==> config.mk <==
export PLATFORM = sky130hd
export DESIGN_NAME = agg_scheduler
export DESIGN_NICKNAME = d
export VERILOG_FILES = /design/src/rtl/agg_sched_pkg.sv /design/src/rtl/agg_sched_select.sv /design/src/rtl/agg_scheduler.sv
export SDC_FILE = /design/constraint.sdc
export NUM_CORES = 1
export LEC_CHECK = 0
export CORE_MARGIN = 5
export CORE_UTILIZATION = 52
export DETAILED_ROUTE_END_ITERATION = 7
export PLACE_DENSITY = 0.81
export RECOVER_POWER = 50
export SYNTH_ARGS = -nofsm -noshare
export SYNTH_HDL_FRONTEND = slang
export SYNTH_HIERARCHICAL = 1
export SYNTH_SLANG_ARGS = --single-unit
==> constraint.sdc <==
create_clock -name clk -period 7 [get_ports clk]
set_clock_uncertainty 0.1 [all_clocks]
set_input_delay 1.4 -clock clk [delete_from_list [all_inputs] [get_ports clk]]
set_output_delay 1.4 -clock clk [all_outputs]
set_load 0.02 [all_outputs]
==> src/rtl/agg_sched_pkg.sv <==
// agg_sched_pkg
// Shared definitions for the aggregating priority scheduler:
//   - default parameter constants used by agg_scheduler and agg_sched_select
//   - the grant FSM state type (IDLE = no offer, OFFER = grant register valid)
package agg_sched_pkg;

    localparam int unsigned DEF_REQ_CNT    = 5;
    localparam int unsigned DEF_KEY_WIDTH  = 6;
    localparam int unsigned DEF_DATA_WIDTH = 16;
    localparam int unsigned DEF_AGE_WIDTH  = 4;

    typedef enum logic {
        IDLE  = 1'b0,
        OFFER = 1'b1
    } sched_state_e;

endpackage

==> src/rtl/agg_sched_select.sv <==
// agg_sched_select
// Combinational winner selection for agg_scheduler, built as a binary min-tree.
// Ports:
//   vld     in  REQ_CNT            slot valid (eligible) bits
//   key     in  REQ_CNT*KEY_WIDTH  slot keys, slot i at [i*KEY_WIDTH +: KEY_WIDTH]
//   sat     in  REQ_CNT            slot age saturated (beats every unsaturated slot)
//   any_vld out 1                  at least one slot is eligible
//   sel_idx out $clog2(REQ_CNT)    index of the winning slot
//   sel_key out KEY_WIDTH          key of the winning slot
// Ordering: saturated before unsaturated, then smaller key, then lower index.
module agg_sched_select
    import agg_sched_pkg::*;
#(
    parameter int unsigned REQ_CNT   = DEF_REQ_CNT,
    parameter int unsigned KEY_WIDTH = DEF_KEY_WIDTH,
    localparam int unsigned IDX_W    = $clog2(REQ_CNT)
) (
    input  logic [REQ_CNT-1:0]           vld,
    input  logic [REQ_CNT*KEY_WIDTH-1:0] key,
    input  logic [REQ_CNT-1:0]           sat,
    output logic                         any_vld,
    output logic [IDX_W-1:0]             sel_idx,
    output logic [KEY_WIDTH-1:0]         sel_key
);

    // Leaves padded up to a power of two; padding leaves are never valid.
    localparam int unsigned LEAVES = 1 << IDX_W;

    // Heap-style numbering: node n has children 2n and 2n+1, root is node 1,
    // leaf i sits at LEAVES+i. Node 0 is unused.
    logic                 node_vld [2*LEAVES];
    logic                 node_sat [2*LEAVES];
    logic [KEY_WIDTH-1:0] node_key [2*LEAVES];
    logic [IDX_W-1:0]     node_idx [2*LEAVES];
    logic                 take_r;

    // The left child always covers lower indices than the right one, so the
    // right child only wins when it is strictly better; that yields the
    // lowest-index tie break without comparing indices.
    always_comb begin
        take_r = 1'b0;
        for (int n = 0; n < 2 * LEAVES; n++) begin
            node_vld[n] = 1'b0;
            node_sat[n] = 1'b0;
            node_key[n] = '0;
            node_idx[n] = '0;
        end
        for (int i = 0; i < REQ_CNT; i++) begin
            node_vld[LEAVES+i] = vld[i];
            node_sat[LEAVES+i] = sat[i];
            node_key[LEAVES+i] = key[i*KEY_WIDTH +: KEY_WIDTH];
            node_idx[LEAVES+i] = IDX_W'(i);
        end
        for (int n = LEAVES - 1; n >= 1; n--) begin
            take_r = node_vld[2*n+1] &&
                     (!node_vld[2*n] ||
                      (node_sat[2*n+1] && !node_sat[2*n]) ||
                      ((node_sat[2*n+1] == node_sat[2*n]) &&
                       (node_key[2*n+1] < node_key[2*n])));
            if (take_r) begin
                node_vld[n] = node_vld[2*n+1];
                node_sat[n] = node_sat[2*n+1];
                node_key[n] = node_key[2*n+1];
                node_idx[n] = node_idx[2*n+1];
            end else begin
                node_vld[n] = node_vld[2*n];
                node_sat[n] = node_sat[2*n];
                node_key[n] = node_key[2*n];
                node_idx[n] = node_idx[2*n];
            end
        end
        any_vld = node_vld[1];
        sel_idx = node_idx[1];
        sel_key = node_key[1];
    end

endmodule

==> src/rtl/agg_scheduler.sv <==
// agg_scheduler
// Per-requester slot store feeding a single grant register. Each cycle the
// valid slot with the smallest key is moved into the grant register whenever
// the register is empty or being accepted.
// Ports:
//   clk        in   1                   rising-edge clock
//   rst        in   1                   asynchronous active-high reset
//   flush      in   1                   synchronous clear of slots and grant register
//   req_vld    in   REQ_CNT             per-requester request valid
//   req_key    in   REQ_CNT*KEY_WIDTH   per-requester key (smaller = higher priority)
//   req_data   in   REQ_CNT*DATA_WIDTH  per-requester payload
//   req_rdy    out  REQ_CNT             slot i is free
//   gnt_vld    out  1                   grant offer valid
//   gnt_rdy    in   1                   consumer accepts the offer
//   gnt_id     out  $clog2(REQ_CNT)     winning requester index
//   gnt_key    out  KEY_WIDTH           winner's key
//   gnt_data   out  DATA_WIDTH          winner's payload
//   occupancy  out  $clog2(REQ_CNT+1)   valid slots, not counting the grant register
// Build option: define SCHED_AGING_EN to add per-slot age counters; a slot whose
// counter saturates beats every unsaturated slot.
module agg_scheduler
    import agg_sched_pkg::*;
#(
    parameter int unsigned REQ_CNT    = DEF_REQ_CNT,
    parameter int unsigned KEY_WIDTH  = DEF_KEY_WIDTH,
    parameter int unsigned DATA_WIDTH = DEF_DATA_WIDTH,
    parameter int unsigned AGE_WIDTH  = DEF_AGE_WIDTH,
    localparam int unsigned IDX_W     = $clog2(REQ_CNT),
    localparam int unsigned OCC_W     = $clog2(REQ_CNT + 1)
) (
    input  logic                          clk,
    input  logic                          rst,
    input  logic                          flush,
    input  logic [REQ_CNT-1:0]            req_vld,
    input  logic [REQ_CNT*KEY_WIDTH-1:0]  req_key,
    input  logic [REQ_CNT*DATA_WIDTH-1:0] req_data,
    output logic [REQ_CNT-1:0]            req_rdy,
    output logic                          gnt_vld,
    input  logic                          gnt_rdy,
    output logic [IDX_W-1:0]              gnt_id,
    output logic [KEY_WIDTH-1:0]          gnt_key,
    output logic [DATA_WIDTH-1:0]         gnt_data,
    output logic [OCC_W-1:0]              occupancy
);

    sched_state_e            state_q, state_d;
    logic [REQ_CNT-1:0]      slot_vld_q, slot_vld_d;
    logic [KEY_WIDTH-1:0]    slot_key_q  [REQ_CNT];
    logic [KEY_WIDTH-1:0]    slot_key_d  [REQ_CNT];
    logic [DATA_WIDTH-1:0]   slot_data_q [REQ_CNT];
    logic [DATA_WIDTH-1:0]   slot_data_d [REQ_CNT];
    logic [IDX_W-1:0]        gnt_id_q, gnt_id_d;
    logic [KEY_WIDTH-1:0]    gnt_key_q, gnt_key_d;
    logic [DATA_WIDTH-1:0]   gnt_data_q, gnt_data_d;
    logic [OCC_W-1:0]        occ_q, occ_d;

    logic [REQ_CNT-1:0]           cap;
    logic [REQ_CNT-1:0]           load_hit;
    logic [REQ_CNT-1:0]           slot_sat;
    logic [REQ_CNT*KEY_WIDTH-1:0] slot_key_flat;
    logic                         any_vld;
    logic                         load;
    logic [IDX_W-1:0]             sel_idx;
    logic [KEY_WIDTH-1:0]         sel_key;
    logic [DATA_WIDTH-1:0]        sel_data;
    logic [OCC_W-1:0]             cap_cnt;

    assign req_rdy   = ~slot_vld_q & {REQ_CNT{~flush}};
    assign cap       = req_vld & req_rdy;
    assign gnt_vld   = (state_q == OFFER);
    assign gnt_id    = gnt_id_q;
    assign gnt_key   = gnt_key_q;
    assign gnt_data  = gnt_data_q;
    assign occupancy = occ_q;

    // Only registered slots are offered to the tree, so a request captured on
    // the same edge as a load cannot take part in it.
    always_comb begin
        slot_key_flat = '0;
        for (int i = 0; i < REQ_CNT; i++) begin
            slot_key_flat[i*KEY_WIDTH +: KEY_WIDTH] = slot_key_q[i];
        end
    end

    agg_sched_select #(
        .REQ_CNT   (REQ_CNT),
        .KEY_WIDTH (KEY_WIDTH)
    ) u_select (
        .vld     (slot_vld_q),
        .key     (slot_key_flat),
        .sat     (slot_sat),
        .any_vld (any_vld),
        .sel_idx (sel_idx),
        .sel_key (sel_key)
    );

    assign load = any_vld && ((state_q == IDLE) || gnt_rdy) && !flush;

    always_comb begin
        sel_data = '0;
        load_hit = '0;
        cap_cnt  = '0;
        for (int i = 0; i < REQ_CNT; i++) begin
            if (sel_idx == IDX_W'(i)) begin
                sel_data    = slot_data_q[i];
                load_hit[i] = load;
            end
            cap_cnt = cap_cnt + OCC_W'(cap[i]);
        end
    end

`ifdef SCHED_AGING_EN
    logic [AGE_WIDTH-1:0] age_q [REQ_CNT];
    logic [AGE_WIDTH-1:0] age_d [REQ_CNT];

    // Age restarts whenever the slot is (re)filled, emptied or flushed, and
    // otherwise counts waiting cycles up to all-ones.
    always_comb begin
        for (int i = 0; i < REQ_CNT; i++) begin
            age_d[i]    = age_q[i];
            slot_sat[i] = slot_vld_q[i] && (&age_q[i]);
            if (flush || cap[i] || load_hit[i] || !slot_vld_q[i]) begin
                age_d[i] = '0;
            end else if (!(&age_q[i])) begin
                age_d[i] = age_q[i] + AGE_WIDTH'(1);
            end
        end
    end

    always_ff @(posedge clk or posedge rst) begin
        if (rst) begin
            for (int i = 0; i < REQ_CNT; i++) begin
                age_q[i] <= '0;
            end
        end else begin
            for (int i = 0; i < REQ_CNT; i++) begin
                age_q[i] <= age_d[i];
            end
        end
    end
`else
    // No age counters: nothing is ever preferred over plain min-key order.
    // A zero-width age could not count, so that case also degenerates to
    // every slot sharing one group.
    assign slot_sat = {REQ_CNT{AGE_WIDTH == 0}};
`endif

    // Slot store: capture and load can never hit the same slot (capture needs
    // the slot empty, load needs it full), so their order here is irrelevant.
    always_comb begin
        slot_vld_d = slot_vld_q;
        for (int i = 0; i < REQ_CNT; i++) begin
            slot_key_d[i]  = slot_key_q[i];
            slot_data_d[i] = slot_data_q[i];
            if (flush) begin
                slot_vld_d[i] = 1'b0;
            end else if (cap[i]) begin
                slot_vld_d[i]  = 1'b1;
                slot_key_d[i]  = req_key[i*KEY_WIDTH +: KEY_WIDTH];
                slot_data_d[i] = req_data[i*DATA_WIDTH +: DATA_WIDTH];
            end else if (load_hit[i]) begin
                slot_vld_d[i] = 1'b0;
            end
        end
    end

    // Grant register and FSM. The register only changes on a load or flush,
    // which keeps the offer stable while it is being back-pressured.
    always_comb begin
        state_d    = state_q;
        gnt_id_d   = gnt_id_q;
        gnt_key_d  = gnt_key_q;
        gnt_data_d = gnt_data_q;
        occ_d      = occ_q + cap_cnt - OCC_W'(load);
        if (load) begin
            gnt_id_d   = sel_idx;
            gnt_key_d  = sel_key;
            gnt_data_d = sel_data;
        end
        case (state_q)
            IDLE: begin
                if (load) begin
                    state_d = OFFER;
                end
            end
            OFFER: begin
                if (gnt_rdy && !load) begin
                    state_d = IDLE;
                end
            end
            default: state_d = IDLE;
        endcase
        if (flush) begin
            state_d    = IDLE;
            gnt_id_d   = '0;
            gnt_key_d  = '0;
            gnt_data_d = '0;
            occ_d      = '0;
        end
    end

    always_ff @(posedge clk or posedge rst) begin
        if (rst) begin
            state_q    <= IDLE;
            slot_vld_q <= '0;
            gnt_id_q   <= '0;
            gnt_key_q  <= '0;
            gnt_data_q <= '0;
            occ_q      <= '0;
            for (int i = 0; i < REQ_CNT; i++) begin
                slot_key_q[i]  <= '0;
                slot_data_q[i] <= '0;
            end
        end else begin
            state_q    <= state_d;
            slot_vld_q <= slot_vld_d;
            gnt_id_q   <= gnt_id_d;
            gnt_key_q  <= gnt_key_d;
            gnt_data_q <= gnt_data_d;
            occ_q      <= occ_d;
            for (int i = 0; i < REQ_CNT; i++) begin
                slot_key_q[i]  <= slot_key_d[i];
                slot_data_q[i] <= slot_data_d[i];
            end
        end
    end

endmodule
==> impl_metrics.json, run 1 <==
{
  "cp-end-kind": "flop",
  "rsz0062_at_grt": "no",
  "num_vias": 6141,
  "cts_resized": 0,
  "critPathLaunchType": "flop",
  "crit_end": "gnt_data[0]",
  "worst-slew-pin-transition_ps": 3260,
  "cp_max_fo": 19,
  "hold_buffers": 0,
  "routedWlPerCell_um": 17.8,
  "critPathKind": "flop to flop",
  "synthesis.area_mm2": 0.00761,
  "core_area_mm2": 0.0144,
  "grt_max_degree": 76,
  "critical_path.startpoint": "slot_key_flat[5]",
  "grt.total_usage_pct": 24.0,
  "top_layer": "met4",
  "synth-compound-area-share_pct": 11.0,
  "path_cells": "inv_1, ha_1, nand2_1, or3_4, o221ai_4, mux2i_1, ha_1, a211oi_1, o21bai_1, a31o_2, nor2_2, a22oi_1, nand3_1, ha_1, and4_1, a211oi_1, nand2_1, nor2_1, a21oi_4, and2_2, or3b_4, o22ai_1, o22ai_1, nor2_1",
  "h-tree-depth": 4,
  "r2r_slack_ps": 540,
  "hold_viol_final": 0,
  "cts_sinks": 144,
  "post_cts_buffers": 0,
  "dp_hpwl_um": 13900,
  "antenna_found_initial": 0,
  "crit_family": "simple AND/OR/NAND/NOR gates",
  "dp.cells": 1086,
  "place_congestion": 0.911,
  "synth_top_family_by_area": "simple AND/OR/NAND/NOR gates",
  "synth.area.mux_share_pct": 12.2,
  "finalPower_w": 0.00343,
  "drt_iter0_markers": 484,
  "row_count": 44,
  "ant_nets": 0,
  "synth-simple-area-share_pct": 17.4,
  "cts_root_buffer": "clkbuf_16",
  "min_period_over_period_pct": 92.3,
  "hold_ws_ps": 377,
  "antenna_cells": 0,
  "grt_pass1_wl_um": 31400,
  "worst_r2r_path_depth": 24,
  "regToRegEndpoint": "gnt_data[0]",
  "slew_violations": 122,
  "syn_inst": 773,
  "yosys_warnings": 6,
  "synth_top_flop_cell": "dfrtp_1",
  "cp_common_cell": "ha_1",
  "wl_met3_um": 1330,
  "drt_wl_total_um": 19800,
  "cpMaxStageDelayCell": "or3b_4",
  "synthDistinctLibCells": 57,
  "synthArstFlopShare_pct": 100,
  "portBuffers": 152,
  "synthXorXnorAreaFrac_pct": 0.460,
  "die_h_um": 131,
  "drive_gt1_share_pct": 9.32,
  "grt_pass1_vias": 6270,
  "setup_total_negative_slack_ps": 0,
  "yosys.area_share.adder_pct": 5.39,
  "cp_slowest_stage_delay_ps": 570,
  "max_freq_mhz": 155,
  "drc_errors": 0,
  "cts_buffers": 17,
  "ir_drop_v": 0.000229,
  "final_common_cell": "nand2_1",
  "ios": 153,
  "cts_tree": "done",
  "dr_wl_met2_um": 9730,
  "final_cell_mix": "nand2_1 (228), dfrtp_1 (144), clkdlybuf4s50_1 (121)",
  "syn_to_final_growth_pct": 29.1,
  "max_cap_violations": 3,
  "avgSynthCellArea_um2": 9.84,
  "p_per_area_mw_per_mm2": 349,
  "finalNonFillerCells": 1117,
  "final_core_util_pct": 68.1,
  "finalSetupViolCount": 0,
  "dieArea_mm2": 0.0172,
  "drt_pre_antenna_iters": 5,
  "grt_overflow": 0,
  "synth-edff-count": 0,
  "start_util_pct": 52.8,
  "routedLengthMet1_um": 8380,
  "clkLatencyLatePin_ps": 420,
  "cp.required_ps": 7230,
  "worst-path-stages": 24,
  "fin_nets": 1071,
  "period_needed_ps": 6460,
  "ys_ff_latch": 144,
  "p_leak_nw": 4.63,
  "clk_pin_slew_worst_paths_ps": 60,
  "maxSlewHeadroom_pct": -119,
  "outcome": "complete, but fails checks",
  "n_fill_cell": 1108,
  "die-width_um": 131,
  "viasPerCell": 5.50,
  "crit_buf_inv": 1,
  "crit_arrival_ps": 6690,
  "r2r_start": "slot_key_flat[5]",
  "cts.path.max_buffers": 2,
  "violations": "capacitance limit, slew limit",
  "hold_class": "flop to flop",
  "seq_area_frac_synth_pct": 47.4
}
[worst register-to-register path, cell delays in order, from the launching register on]
cell and delay, ps:
dfrtp_1 370, inv_1 50, ha_1 290, nand2_1 80, or3_4 390, o221ai_4 390
mux2i_1 420, ha_1 320, a211oi_1 240, o21bai_1 150, a31o_2 320, nor2_2 260
a22oi_1 140, nand3_1 140, ha_1 250, and4_1 220, a211oi_1 350, nand2_1 100
nor2_1 180, a21oi_4 140, and2_2 390, or3b_4 580, o22ai_1 210, o22ai_1 130
nor2_1 160
[flip-flops by register name, summed over array words and instances, names as in the netlist]
register / cells
gnt_data: 16
gnt_id: 3
slot_vld_q: 5
slot_data_q: 80
gnt_key: 6
occupancy: 3
slot_key_flat: 30
gnt_vld: 1
[stage by stage]
step / area, µm² / setup slack [ps]
finish: 9830 / 539
global placement: 9210 / 687
global route: 9830 / 91.1
CTS: 9820 / 334
floorplan: 7640 / 1310
detailed placement: 9210 / 487
[cells in the mapped netlist (7+ instances only)]
| library cell | number | area share (%) |
|---|---|---|
| inv_1 | 51 | 2.5 |
| o21a_1 | 15 | 1.5 |
| mux2_1 | 38 | 5.6 |
| buf_4 | 12 | 1.2 |
| and2_1 | 7 | 0.58 |
| ha_1 | 28 | 4.6 |
| nor2_2 | 7 | 0.58 |
| buf_2 | 20 | 1.3 |
| o32ai_2 | 9 | 1.9 |
| nand2_1 | 228 | 11 |
| a21oi_1 | 18 | 1.2 |
| dfrtp_1 | 144 | 47 |
| mux2_2 | 7 | 1.0 |
| a211oi_1 | 15 | 1.5 |
| mux2i_1 | 38 | 5.0 |
| nor2_1 | 35 | 1.7 |
[layer usage]
metal,track usage (%),up-vias
li1,-,2872
met1,31.6,2966
met2,39.2,260
met3,5.49,43
met4,7.99,0
met5,0,-
[how the worst min path moves through the flow]
stage,from,to,slack (ps),cells past startpoint
6_report,slot_data_q[1],slot_data_q[1],380,2
5_1_grt,slot_data_q[72],slot_data_q[72],390,2
4_1_cts,slot_data_q[1],slot_data_q[1],380,2
3_5_place_dp,slot_data_q[1],slot_data_q[1],360,2
3_3_place_gp,slot_data_q[51],slot_data_q[51],360,2
2_1_floorplan,slot_data_q[63],slot_data_q[63],340,2
[kinds of logic after synthesis]
group | Yosys count
adders and majority gates | 31
and+or+nand+nor | 310
DFF | 144
AOI/OAI and AO/OA | 101
buffers and inverters | 96
xor gates and xnor gates | 4
muxes | 86
other | 1
[layout make-up]
cell class,count,area (µm²),share of cell area [%]
clock buffer,20,457,4.65
clock inverter,11,153,1.55
inverter,56,211,2.15
multi-input combinational,541,3590,36.6
sequential,144,3600,36.7
tap,184,230,2.34
timing repair buffer,161,1580,16.1
[power by group]
| group | leakage [nW] | switching [W] | total (W) | internal, W |
|---|---|---|---|---|
| Clock | 0.290 | 0.000365 | 0.000946 | 0.000581 |
| Combinational | 2.56 | 0.000729 | 0.00130 | 0.000571 |
| Sequential | 1.78 | 0.000147 | 0.00119 | 0.00104 |
| Total | 4.63 | 0.00124 | 0.00343 | 0.00219 |
Note: power is estimated with default switching activity, not from simulation.
==> run 2, diff against run 1 <==
CTS_CLUSTER_SIZE = 14   (was not set)
==> results of run 2 <==
Final layout, timing and power as in run 1 (identical DEF).
==> run 3, diff against run 2 <==
CORE_UTILIZATION = 47   (was 52)
PLACE_DENSITY = 0.77   (was 0.81)
clock period = 5.69 ns   (was 7 ns; I/O delays follow)
==> impl_metrics.json, run 3 (synthesis results as in run 1) <==
{
  "outcome": "complete, but fails checks",
  "violations": "capacitance limit, slew limit",
  "drc_errors": 0,
  "hold_class": "flop to flop",
  "cts_root_buffer": "clkbuf_16",
  "grt.total_usage_pct": 23.1,
  "antenna_cells": 0,
  "place_ws_ps": -118,
  "cp-end-kind": "flop",
  "die-width_um": 137,
  "hold_viol_final": 0,
  "final_cell_mix": "nand2_1 (228), clkdlybuf4s50_1 (148), dfrtp_1 (144)",
  "finalSetupViolCount": 0,
  "clk_pin_slew_worst_paths_ps": 70,
  "p_leak_nw": 4.80,
  "dieArea_mm2": 0.0188,
  "fin_nets": 1108,
  "top_register": "slot_data_q",
  "final_common_cell": "nand2_1",
  "regToRegEndpoint": "gnt_data[3]",
  "r2r_slack_ps": 160,
  "worst-slew-pin-transition_ps": 2360,
  "grt_pass1_vias": 6325,
  "routedWlPerCell_um": 18.1,
  "start_util_pct": 47.9,
  "ios": 153,
  "grt_pass1_wl_um": 33200,
  "largest_register_ffs": 80,
  "holdPathStages": 2,
  "portBuffers": 152,
  "die_h_um": 137,
  "cts_tree": "done",
  "core_area_mm2": 0.0159,
  "cts_sinks": 144,
  "hold_ws_ps": 375,
  "final.setup.worst_slack_ps": 158,
  "slew_violations": 111,
  "worst_r2r_path_depth": 26,
  "critPathKind": "flop to flop",
  "holdPathEnd": "slot_data_q[49]",
  "syn_to_final_growth_pct": 37.7,
  "viasPerCell": 5.29,
  "hold_buffers": 0,
  "dp.cells": 1142,
  "cts.path.max_buffers": 2,
  "cts_buffers": 17,
  "grt_overflow": 0,
  "max_cap_violations": 1,
  "place_congestion": 0.881,
  "drt_iter0_markers": 433,
  "p_per_area_mw_per_mm2": 439,
  "h-tree-depth": 4,
  "ant_nets": 0,
  "n_fill_cell": 1277,
  "max_freq_mhz": 181,
  "drt_pre_antenna_iters": 5,
  "grt_max_degree": 111,
  "critPathLaunchType": "flop",
  "antenna_found_initial": 0,
  "clkLatencyLatePin_ps": 430,
  "num_vias": 6276,
  "maxSlewHeadroom_pct": -57.5,
  "dp_hpwl_um": 14700,
  "drt_wl_total_um": 21500,
  "period_needed_ps": 5530,
  "setup_total_negative_slack_ps": 0,
  "crit_arrival_ps": 5710,
  "r2r_start": "slot_key_flat[23]",
  "cp.required_ps": 5870,
  "ir_drop_v": 0.000258,
  "cp_max_fo": 7,
  "min_period_over_period_pct": 97.2,
  "drive_gt1_share_pct": 16.6,
  "hold_path_startpoint": "slot_data_q[49]",
  "row_count": 46,
  "finalNonFillerCells": 1187,
  "finalPower_w": 0.00460
}
==> run 3: metrics by stage <==
| stage | instance area [µm²] | util (%) |
|---|---|---|
| finish | 10500 | 65.9 |
| global route | 10500 | 65.9 |
| CTS | 10100 | 63.7 |
| detailed placement | 9470 | 59.6 |
| global placement | 9470 | 59.6 |
| floorplan | 7640 | - |
==> run 3: cell type report <==
type	instances	area (µm²)	area share (%)
Clock buffer	18	439	4.19
Clock inverter	14	174	1.66
Inverter	56	216	2.07
Multi-Input combinational cell	542	3840	36.6
Sequential cell	144	3600	34.4
Tap cell	216	270	2.58
Timing Repair Buffer	197	1940	18.5
==> run 3: per-layer routing <==
layer / vias up / part of all wire, % / global-route usage, %
met2: 228 / 49 / 38.7
met4: 0 / 2.3 / 6.54
met1: 3057 / 42 / 30.2
li1: 2953 / - / -
met5: - / 0 / 0
met3: 38 / 6.5 / 5.37
==> run 3: critical path, cell delays in order, from the launching register on <==
cell and delay (ps):
dfrtp_1 420, ha_1 310, nand2_1 70, or3_4 380, o221ai_4 220, buf_6 200, buf_4 130, mux2i_2 240
inv_1 70, ha_2 180, a211oi_2 160, o21bai_1 110, a31o_4 280, nor2_4 200, a22oi_1 120, nand3_1 180
ha_4 230, and4_1 170, a211oi_2 200, nand2_1 100, nor2_2 170, a21oi_4 90, and2_4 180, or3b_4 480
buf_12 180, nor2_1 110, o32ai_1 100
==> run 3: worst max path at each step <==
stage                                 start      endpoint  slack [ps]  cells past startpoint
after CTS                 slot_key_flat[23]  gnt_data[12]          20                     24
after global routing      slot_key_flat[16]  gnt_data[15]         -90                     27
final                     slot_key_flat[23]   gnt_data[3]         160                     26
after detailed placement  slot_key_flat[23]  gnt_data[11]        -120                     24
after global placement    slot_key_flat[23]  gnt_data[11]         -20                     24
after floorplan           slot_key_flat[17]   gnt_data[1]          60                     26
==> run 3: power breakdown <==
group	internal (W)	leakage [nW]	switching [W]
logic	0.000949	2.72	0.00101
registers	0.00128	1.78	0.000201
clock network	0.000675	0.299	0.000480
total	0.00290	4.80	0.00169
==> run 3: timing repair <==
item                       in CTS  in global routing
cloned                          0                  2
resized for setup               7                 46
setup buffers                   0                 11
pin swaps                       1                 29
setup endpoints to repair      15                 19
==> RTL edit, RTL diff (settings of run 3) <==
The option `SCHED_AGING_EN` is turned on by a define.
--- a/src/rtl/agg_scheduler.sv
+++ b/src/rtl/agg_scheduler.sv
@@ -20,2 +20,4 @@
 // counter saturates beats every unsaturated slot.
+`define SCHED_AGING_EN
+
 module agg_scheduler
Function: no difference found for any inputs over 4 cycles, from zero or initial values and one cycle with rst high; that may be too few to reach the edited logic, so the function may still have changed.
==> RTL edit against run 3 <==
- the flow finishes with violations (max-capacitance violations, max-slew violations, negative setup slack)
- wire length grew 44%
- setup slack lost 0.53 ns
- sequential cell count grew 20
- design area grew 21%
- area after synthesis grew 11%
- power grew 32%
==> RTL edit: results (changes against run 3) <==
| Metric | Value |
|---|---|
| Outcome | complete, but fails checks |
| Failing checks | max-capacitance violations, max-slew violations, negative setup slack |
| Register Area | 0.004104 mm^2 (+14%) |
| WL/cell | 20.89 um (+15%) |
| Gr usage total | 0.2705 (+0.03926) |
| 1st-iter DRT viols | 981 (+130%) |
| Met3 Wirelength | 2.659 mm (+90%) |
| Ratio of cells with drive above 1 in the final layout | 0.2520 (+0.08619) |
| Post-synth top cells | 339 x nand2_1, 164 x dfrtp_1, 51 x inv_1, 44 x nor2_1, 39 x o21ai_0 |
| Slew margin rel. | -1.147 (-0.5720) |
| Met2 GRT Util | 0.4172 (+0.03028) |
| Slowest-stage cell, CP | or3_1 |
| Yosys cell types | 55 (-3.5%) |
| # fillers | 1176 (-7.9%) |
| Synth area leaders | dfrtp_1 49%, nand2_1 15%, ha_1 4.9% |
| Syn_area_per_cell | 8.986 um^2 (-8.7%) |
| Largest net degree at the start of global routing | 84 (-24%) |
| Worst Setup Slack, final | -0.3688 ns (-0.5266 ns) |
| Leakage | 5.948 nW (+24%) |
| Max_cap viols | 2 (+1) |
| DP Area | 0.01067 mm^2 (+13%) |
| Main synth FF type | dfrtp_1 |
| Max IR drop VDD | 282.3 uV (+9.3%) |
| Metal-1 WL | 12.15 mm (+34%) |
| Placer Congestion | 0.8688 (-1.4%) |
| Critical path arrival | 6.27 ns (+0.56 ns) |
| Reg-to-reg critical path endpoint | gnt_data[15] |
| Post-Synth Adder-Cell Area | 0.05611 (+0.002178) |
| XOR/XNOR share of the synthesized area | 0.009351 (+0.004748) |
| Register area share after synthesis | 0.4869 (+0.01334) |
| Final setup fails | 42 (+42) |
| Via count of the first global-routing pass | 8147 (+29%) |
| DP HPWL | 17.55 mm (+19%) |
| Global-route wire length before repair | 43.41 mm (+31%) |
| Worst path max stage delay | 0.41 ns (-0.07 ns) |
| Hold_ws | 0.3754 ns (+0.0004010 ns) |
| CP Max Fanout | 9 (+2) |
| DRT Pass-1 Iters | 7 (+2) |
| Hold Path Origin | slot_data_q[31] |
| Vias/cell | 5.765 (+9.0%) |
| Post-synthesis compound-gate area fraction | 0.1244 (+0.01423) |
| Pins Over Slew Limit | 122 (+9.9%) |
| Met2 routed WL | 14.39 mm (+36%) |
| Dpl ws | -0.2076 ns (-0.09001 ns) |
| Post-synthesis mux area share | 0.04987 (-0.07262) |
| Worst r2r path cells | 29 (+12%) |
| Final Instance Count excl. Fillers | 1479 (+25%) |
| Layout Nets | 1392 (+26%) |
| Crit path from | age_q[9] |
| Total negative slack | -8.978 ns (-8.978 ns) |
| WHS Endpoint | slot_data_q[31] |
-- RTL edit: what timing repair did --
action                     4_1_cts  5_1_grt
buffers inserted                93       29
pin swaps                       25       42
gates resized for setup         46       84
gates cloned                     0        2
setup endpoints to repair       32       50
-- RTL edit: critical path, delay by kind of cell (launching register included) --
| kind | cells | cell delay (ns) |
|---|---|---|
| and+or+nand+nor | 10 | 1.94 |
| DFF | 1 | 0.40 |
| adders and majority gates | 4 | 0.77 |
| AOI/OAI and AO/OA | 7 | 1.34 |
| muxes | 2 | 0.58 |
| buffers and inverters | 6 | 0.80 |
-- RTL edit: worst max-delay path by stage --
stage	end	slack, ns
CTS	gnt_data[4]	0.004
global route	gnt_data[15]	-0.52
finish	gnt_data[15]	-0.37
floorplan	gnt_data[2]	0.002
global placement	gnt_data[2]	-0.04
detailed placement	gnt_data[2]	-0.21
-- RTL edit: kinds of logic after synthesis --
family          after synthesis
simple gates                453
flops                       164
buf+inv                     103
fa+ha+maj                    36
compound gates              133
mux                          40
xor+xnor                      9
-- RTL edit: cell type report --
class	count	share of cell area
Clock buffer	20	0.03527
Clock inverter	12	0.01176
Inverter	58	0.01768
Multi-Input combinational cell	672	0.3518
Sequential cell	164	0.3240
Tap cell	229	0.02262
Timing Repair Buffer	324	0.2368
-- RTL edit: report_power, final --
group / leakage (nW) / total [mW] / switching [mW] / internal [mW]
Combinational: 3.58 / 3.17 / 1.60 / 1.56
Sequential: 2.09 / 1.71 / 0.247 / 1.46
Clock: 0.281 / 1.17 / 0.499 / 0.668
Total: 5.95 / 6.05 / 2.35 / 3.69
